### src/rtl/simple_program_loader_pkg.sv
// simple_program_loader_pkg
//   Shared definitions for the program loader: loader state encoding and
//   the default geometry of the SimpleComputer instruction memory
//   (13-bit control words, 4-bit PC, 16 entries).
//   The CHECK state is only reachable when LOADER_CHECKSUM_EN is defined.
package simple_program_loader_pkg;

  localparam int CW_WIDTH_DEF   = 13;
  localparam int ADDR_WIDTH_DEF = 4;
  localparam int DEPTH_DEF      = 16;

  typedef enum logic [2:0] {
    IDLE,
    LOAD,
    CHECK,
    DONE,
    ERROR
  } state_t;

endpackage

### src/rtl/simple_program_loader.sv
// simple_program_loader
//   Streams a program of control words into the instruction memory over a
//   valid/ready interface and keeps the CPU halted until a complete,
//   well-formed load has finished.
//
// Configuration macro: LOADER_CHECKSUM_EN
//   Defined   : after the IN_LAST word, one extra checksum word is accepted
//               and compared with the XOR of all written words.
//   Undefined : the IN_LAST word completes the load directly.
//
// Ports
//   CLK         clock, rising edge
//   RST         synchronous active-high reset
//   START       one-cycle pulse, begins a load (ignored while loading)
//   IN_VALID    IN_WORD / IN_LAST valid
//   IN_READY    loader accepts a word this cycle (state-only function)
//   IN_WORD     control word to store
//   IN_LAST     marks the final program word
//   MEM_WE      instruction-memory write enable (registered)
//   MEM_ADDR    instruction-memory write address (registered)
//   MEM_WDATA   instruction-memory write data (registered)
//   HALT_CPU    holds the CPU stopped until a successful load
//   LOAD_DONE   program loaded, CPU released
//   LOAD_ERR    load failed (overflow or checksum mismatch)
//   WORD_COUNT  words written in the current / last load (0..DEPTH)
module simple_program_loader
  import simple_program_loader_pkg::*;
#(
  parameter int CW_WIDTH   = CW_WIDTH_DEF,
  parameter int ADDR_WIDTH = ADDR_WIDTH_DEF,
  parameter int DEPTH      = DEPTH_DEF
) (
  input  logic                  CLK,
  input  logic                  RST,
  input  logic                  START,
  input  logic                  IN_VALID,
  output logic                  IN_READY,
  input  logic [CW_WIDTH-1:0]   IN_WORD,
  input  logic                  IN_LAST,
  output logic                  MEM_WE,
  output logic [ADDR_WIDTH-1:0] MEM_ADDR,
  output logic [CW_WIDTH-1:0]   MEM_WDATA,
  output logic                  HALT_CPU,
  output logic                  LOAD_DONE,
  output logic                  LOAD_ERR,
  output logic [ADDR_WIDTH:0]   WORD_COUNT
);

  state_t                state;
  state_t                state_next;
  logic [ADDR_WIDTH-1:0] wr_addr;
  logic                  load_accept;
  logic                  restart;
  logic                  last_slot;

  // IN_READY is high in LOAD, so a valid word there is always accepted.
  assign load_accept = (state == LOAD) && IN_VALID;
  assign restart     = START && ((state == IDLE) || (state == DONE) || (state == ERROR));
  assign last_slot   = (wr_addr == ADDR_WIDTH'(DEPTH - 1));

`ifdef LOADER_CHECKSUM_EN
  logic [CW_WIDTH-1:0] checksum;
`endif

  // NOTE: sequential state uses non-blocking assignments so every register
  // samples the pre-edge values of the others.
  always_ff @(posedge CLK) begin
    if (RST) state <= IDLE;
    else     state <= state_next;
  end

  // NOTE: every output of this block gets a default before the case so no
  // path leaves a signal unassigned and no latch is inferred.
  always_comb begin
    state_next = state;
    IN_READY   = 1'b0;
    HALT_CPU   = 1'b1;
    LOAD_DONE  = 1'b0;
    LOAD_ERR   = 1'b0;
    case (state)
      IDLE: begin
        if (START) state_next = LOAD;
      end
      LOAD: begin
        IN_READY = 1'b1;
        if (IN_VALID) begin
          if (IN_LAST) begin
`ifdef LOADER_CHECKSUM_EN
            state_next = CHECK;
`else
            state_next = DONE;
`endif
          end else if (last_slot) begin
            // Memory is full and no end marker arrived: no wrap-around.
            state_next = ERROR;
          end
        end
      end
`ifdef LOADER_CHECKSUM_EN
      CHECK: begin
        IN_READY = 1'b1;
        if (IN_VALID) state_next = (IN_WORD == checksum) ? DONE : ERROR;
      end
`endif
      DONE: begin
        HALT_CPU  = 1'b0;
        LOAD_DONE = 1'b1;
        if (START) state_next = LOAD;
      end
      ERROR: begin
        LOAD_ERR = 1'b1;
        if (START) state_next = LOAD;
      end
      default: state_next = IDLE;
    endcase
  end

  // Write port and bookkeeping. The reset clears MEM_WE on the same edge, so
  // a word arriving together with RST is never written.
  always_ff @(posedge CLK) begin
    if (RST) begin
      MEM_WE     <= 1'b0;
      MEM_ADDR   <= '0;
      MEM_WDATA  <= '0;
      wr_addr    <= '0;
      WORD_COUNT <= '0;
`ifdef LOADER_CHECKSUM_EN
      checksum   <= '0;
`endif
    end else begin
      MEM_WE <= load_accept;
      if (load_accept) begin
        MEM_ADDR   <= wr_addr;
        MEM_WDATA  <= IN_WORD;
        wr_addr    <= wr_addr + 1'b1;
        WORD_COUNT <= WORD_COUNT + 1'b1;
`ifdef LOADER_CHECKSUM_EN
        checksum   <= checksum ^ IN_WORD;
`endif
      end
      if (restart) begin
        wr_addr    <= '0;
        WORD_COUNT <= '0;
`ifdef LOADER_CHECKSUM_EN
        checksum   <= '0;
`endif
      end
    end
  end

endmodule
### config.mk
export PLATFORM = sky130hd
export DESIGN_NAME = simple_program_loader
export DESIGN_NICKNAME = d
export VERILOG_FILES = /design/src/rtl/simple_program_loader_pkg.sv /design/src/rtl/simple_program_loader.sv
export SDC_FILE = /design/constraint.sdc
export NUM_CORES = 1
export LEC_CHECK = 0
export ABC_AREA = 1
export BUFFER_PORTS_ARGS = -buffer_cell sky130_fd_sc_hd__buf_2
export CAP_MARGIN = 20
export CORE_ASPECT_RATIO = 0.8
export CORE_MARGIN = 1
export CORE_UTILIZATION = 48
export DETAILED_ROUTE_END_ITERATION = 8
export HOLD_SLACK_MARGIN = 0.15
export PLACE_DENSITY = 0.77
export SLEW_MARGIN = 20
export SYNTH_ARGS = -nofsm -noshare
export SYNTH_HDL_FRONTEND = slang
export SYNTH_SLANG_ARGS = --single-unit
export TNS_END_PERCENT = 20
### constraint.sdc
create_clock -name CLK -period 1.5 [get_ports CLK]
set_input_delay 0.3 -clock CLK [delete_from_list [all_inputs] [get_ports CLK]]
set_output_delay 0.3 -clock CLK [all_outputs]
set_load 0.005 [all_outputs]
Word-level counts from Yosys, hierarchy flattened. Cells that the tools add are included.

$add $sub $neg: 2. Equal/unequal tests: 7. Muxes and demuxes: 9. Reduce and logical (&&, ||, !) cells: 8.

Operators with widths (number): 2-to-1 mux 3 bit (4); one-hot mux 3 bit (2 select lines) (1); adder 5 x 1 -> 5 bit, second input constant (1); adder 4 x 1 -> 4 bit, second input constant (1); == test 4 bit, second input constant (1); 2-to-1 mux 1 bit (4); == test 3 x 1 -> 1 bit, second input constant (1); == test 3 x 2 -> 1 bit, second input constant (1); == test 3 bit, second input constant (1); logical NOT 3 bit (1); inequality test 3 bit, second input constant (1); AND reduction 3 bit (1); OR reduction 3 bit (1); logical AND 1 bit (2); logical OR 1 bit (2); inequality test 2 x 1 -> 1 bit, second input constant (1); inequality test 2 bit, second input constant (1); OR reduction 2 bit (1).

Flip-flop bits (word level): 30. Output and inout port bits: 27.

Longest topological paths before layout.
Depth in word-level cells: 5. Mapped depth: 9. Gate-level depth less buffers: 9.

Worst setup path before layout. OpenSTA, ideal clock, no wires.

Path kind: register -> register. From: register state[2]. To: register WORD_COUNT[1]. Data arrival time: 0.978 ns. Required time: 1.391 ns. Path slack: 0.413 ns. Cell stages (with the launch flop): 10. Buffers on the path: 1. Period minus slack after synthesis: 1.087 ns. Cells stage by stage: dfxtp_1 > inv_1 > nand3_2 > nor2_4 > inv_1 > buf_2 > nand2_1 > nand2_1 > nand2_1 > inv_1.

Cells in the longest elaborated chain, start to end: 5. Elaborated cells on any way between the ends: 9. Those cells by class: eq/ne: 3; reduce/logical: 6.

RTL lines: from (decl) (RTL line simple_program_loader.sv:49) `state_t state;`; from (signal assigned) (RTL line simple_program_loader.sv:69) `else state <= state_next;`; == test 3 x 2 -> 1 bit or logical NOT 3 bit (tied branches) (RTL line simple_program_loader.sv:58) `assign restart = START && ((state == IDLE) || (state == DONE) || (state == ERROR));`; logical OR 1 bit (2 in a row) (RTL line simple_program_loader.sv:58); logical AND 1 bit (RTL line simple_program_loader.sv:58); OR reduction 2 bit (no line); to (signal assigned) (RTL line simple_program_loader.sv:136) `WORD_COUNT <= WORD_COUNT + 1'b1;`; to (decl) (RTL line simple_program_loader.sv:46) `output logic [ADDR_WIDTH:0] WORD_COUNT`.

Several ways; a longest one is shown, not always the timed one. A chain may end at the register's enable or synchronous reset.

Worst setup path after layout.
From: register state[2]. To: register MEM_ADDR[1].

Cells in the longest elaborated chain, start to end: 2.

RTL lines: == test 3 x 1 -> 1 bit (RTL line simple_program_loader.sv:57) `assign load_accept = (state == LOAD) && IN_VALID;`; logical AND 1 bit (RTL line simple_program_loader.sv:57); to (signal assigned) (RTL line simple_program_loader.sv:133) `MEM_ADDR <= wr_addr;`; to (decl) (RTL line simple_program_loader.sv:41) `output logic [ADDR_WIDTH-1:0] MEM_ADDR,`.

Every way passes these cells.

==> impl_summary.log <==
[metrics] status: finished, final reports clean
[metrics] number of antenna violations at the first check in global routing: 0
[metrics] library cell occupying the most area in the post-synthesis netlist: sky130_fd_sc_hd__dfxtp_1
[metrics] number of hold-slack violations in the final timing report: 0
[metrics] post-detailed-placement half-perimeter wirelength: around 2100 um
[metrics] Bufs on Longest Clock Path: 2
[metrics] fin. max-slew vios: 0
[metrics] routability congestion estimate from global placement: approximately 0.90
[metrics] per-instance average area after synthesis: roughly 7.5 um^2
[metrics] CTS Hold Bufs: 0
[metrics] unrepaired setup endpoints after global routing: true
[metrics] nature of the critical path startpoint: register
[metrics] final instance area: about 1600 um^2
[metrics] headroom to the max-slew limit: 69.5%
[metrics] I/O Buffers: 44
[metrics] Via-to-Cell Ratio: between 4 and 5
[metrics] power after layout: between 2 and 2.5 mW
[metrics] r2r worst-path depth: 6
[metrics] cell at the slowest stage of the critical path: sky130_fd_sc_hd__clkinvlp_4
[metrics] Hold Crit Depth: 3
[metrics] Critical Path End Type: register
[metrics] number of distinct standard cells referenced by the synthesized netlist: 19
[metrics] clock tree skew after final layout: roughly 2.5 ps
[metrics] worst-path fanout max: 21
[metrics] Area contributors post-synth: sky130_fd_sc_hd__dfxtp_1, sky130_fd_sc_hd__nor2_1, sky130_fd_sc_hd__nand2_1
[metrics] fraction of synthesized cell area taken by the top area cell type: 47.4%
[metrics] CTS tree: done
[metrics] Initial Utilization: approximately 50%
[metrics] final setup margin: roughly 74 ps
[metrics] worst reg2reg path startpoint: state[2]
[metrics] cell area reported after detailed placement: 1500 um^2
[metrics] y dimension of the die: 48.0 um
[metrics] worst setup slack before clock tree synthesis: 75.8 ps
[metrics] shortest clock period the worst path allows after layout: 1430 ps
[metrics] sequential element share of the synthesized area: between 40% and 50%
[metrics] DR vias: ~1200
[metrics] Worst Hold Launch: IN_WORD[6]
[metrics] wire length of the first global-routing pass: 4340 um
[metrics] total wire length after detailed routing: about 2800 um
[metrics] hold-critical path endpoint: MEM_WDATA[6]
[metrics] area of the mapped netlist: about 1300 um^2
[metrics] type of the most critical hold path: in -> reg
[metrics] Routed Antenna Nets: 0
[metrics] Inserted Clock Buffers: 5
[metrics] die width: between 50 and 60 um
[metrics] type of the worst setup path: reg -> reg
[metrics] count of boundary I/O pins: 45
[metrics] endpoint of the worst-slack reg-to-reg timing path: MEM_ADDR[1]
[metrics] dominant synthesized flop cell: sky130_fd_sc_hd__dfxtp_1
[metrics] Num Clock Sinks: 30
[metrics] crit path DAT: ~1700 ps
[metrics] Layout Area Growth over Synthesis: 23.3%
[metrics] Warnings, synthesis: 0
[metrics] Highest Clock Rate: roughly 0.70 GHz
[metrics] most instantiated library cell after synthesis: sky130_fd_sc_hd__nor2_1
[metrics] max-capacitance violation count: 0
[metrics] Req. time, crit path: ~1700 ps
[metrics] fin nets: ~240
[metrics] post-CTS resize count: 0
[metrics] Floorplan Core Area: 2480 um^2
[metrics] PD cells: between 1000 and 1500 nW/um^2
[metrics] Final setup violation count: 0
[metrics] pin count of the biggest net entering global routing: 22
[metrics] share of flip-flops with an asynchronous set or reset after synthesis: 0%
[metrics] flop-to-flop setup slack: ~74 ps
[metrics] number of DRC markers after the initial detailed-route iteration: 38
[metrics] total die area: about 2900 um^2
[metrics] Lkg Pwr: 0.818 nW
[metrics] overall global routing resource usage: 21.8%
[metrics] number of enable-type register cells in the synthesized netlist: 0
[metrics] source-to-sink clock delay at the later pin of the worst-skew pair: ~330 ps
[metrics] ratio of cells with drive above 1 in the final layout: between 20 and 30%
[metrics] worst supply voltage drop on vdd: approximately 710 uV
[metrics] wire length per cell after detailed routing: between 10 and 15 um
[metrics] fin crit share: 95.0%
[metrics] via count of the first global-routing pass: around 1100
[metrics] post-synthesis sequential element count: 30
[metrics] drt first pass iters: 4
[metrics] Core Rows: 16
[metrics] slew of the pin with the lowest slew margin: about 460 ps
[metrics] CTS HTree Levels: 2
[metrics] clock root buffer: sky130_fd_sc_hd__clkbuf_4
[metrics] final cell utilization of the core: approximately 63%
[metrics] Worst-path clk slew: 90 ps
[metrics] largest stage delay on the critical path: roughly 340 ps
[metrics] cell breakdown of the critical path: inv_2 > nand3_2 > nor2_4 > clkinvlp_4 > o21ai_1 > nor2_1
[metrics] number of nets in the synthesized netlist: 189
[metrics] total gr overflow: 0
[metrics] antenna cell count: 0
[metrics] most frequent cells after synthesis: sky130_fd_sc_hd__nor2_1, sky130_fd_sc_hd__nand2_1, sky130_fd_sc_hd__dfxtp_1
[metrics] Synth Instances: roughly 170
[metrics] post-CTS repair timing setup buffer count: 0
[metrics] DRC violations left: 0
[metrics] Filler cells: about 250
placed cells by master, fill, tap and decap left out, drive strengths merged:
cell / synthesis / routed
clkinvlp: 0 / 1
buf: 6 / 46
o21ai: 17 / 17
nor2: 39 / 39
a21oi: 10 / 10
xnor2: 3 / 3
clkinv: 0 / 1
clkbuf: 0 / 7
inv: 18 / 17
nand3: 10 / 10
ha: 2 / 2
dfxtp: 30 / 30
and3b: 1 / 1
xor2: 1 / 1
nand2: 32 / 32
worst max-delay path, delay by kind of cell (launching register included):
family,cells,cell delay [ps]
DFF,1,330
buffers and inverters,2,420
AOI/OAI and AO/OA,1,240
and+or+nand+nor,3,330
through the flow:
| stage | TNS [ps] | hold slack [ps] | std cells |
|---|---|---|---|
| after global placement | 0 | 464 | 245 |
| after global routing | -159 | 182 | 253 |
| after floorplan | 0 | 369 | 169 |
| after CTS | 0 | 175 | 253 |
| after detailed placement | 0 | 461 | 245 |
| final | 0 | 189 | 253 |
power breakdown:
group	leakage [nW]	internal [mW]	switching (mW)
Combinational	0.538	0.303	0.464
Clock	0.0353	0.227	0.266
Sequential	0.245	0.962	0.105
cells by family after synthesis:
family	synth area share, %
adder cells (fa/ha/maj)	1.97
buffers and inverters	9.38
AND/OR/NAND/NOR	27.2
XOR/XNOR	2.76
AO/OA/AOI/OAI	11.3
flip-flops	47.4
final cells by class:
| cell class | instances | area [um^2] | area share, % |
|---|---|---|---|
| Sequential cell | 30 | 603 | 38.6 |
| Multi-Input combinational cell | 115 | 548 | 35.1 |
| Timing Repair Buffer | 46 | 235 | 15.1 |
| Inverter | 18 | 71.3 | 4.56 |
| Clock buffer | 7 | 55.1 | 3.52 |
| Tap cell | 36 | 45.0 | 2.88 |
| Clock inverter | 1 | 5.00 | 0.320 |
flip-flops by register name, indices dropped and copies added (netlist names):
name        flops
state           3
wr_addr         4
MEM_ADDR        4
WORD_COUNT      5
MEM_WE          1
MEM_WDATA      13
per-layer routing:
metal | vias up | share of wire [%] | GRT usage [%]
li1 | 619 | - | -
met4 | 0 | 0 | 11.0
met3 | 0 | 4.9 | 9.19
met2 | 32 | 51 | 37.8
met1 | 564 | 44 | 23.4
met5 | - | 0 | 0
worst max path at each step:
stage	from	cells past startpoint	endpoint	slack [ps]
global placement	state[1]	8	wr_addr[1]	200
finish	state[2]	6	MEM_ADDR[1]	70
detailed placement	state[1]	6	WORD_COUNT[4]	80
floorplan	state[2]	9	WORD_COUNT[1]	410
CTS	state[0]	3	IN_READY	40
global route	state[1]	8	WORD_COUNT[1]	-40
Note: power is estimated with default switching activity, not from simulation.
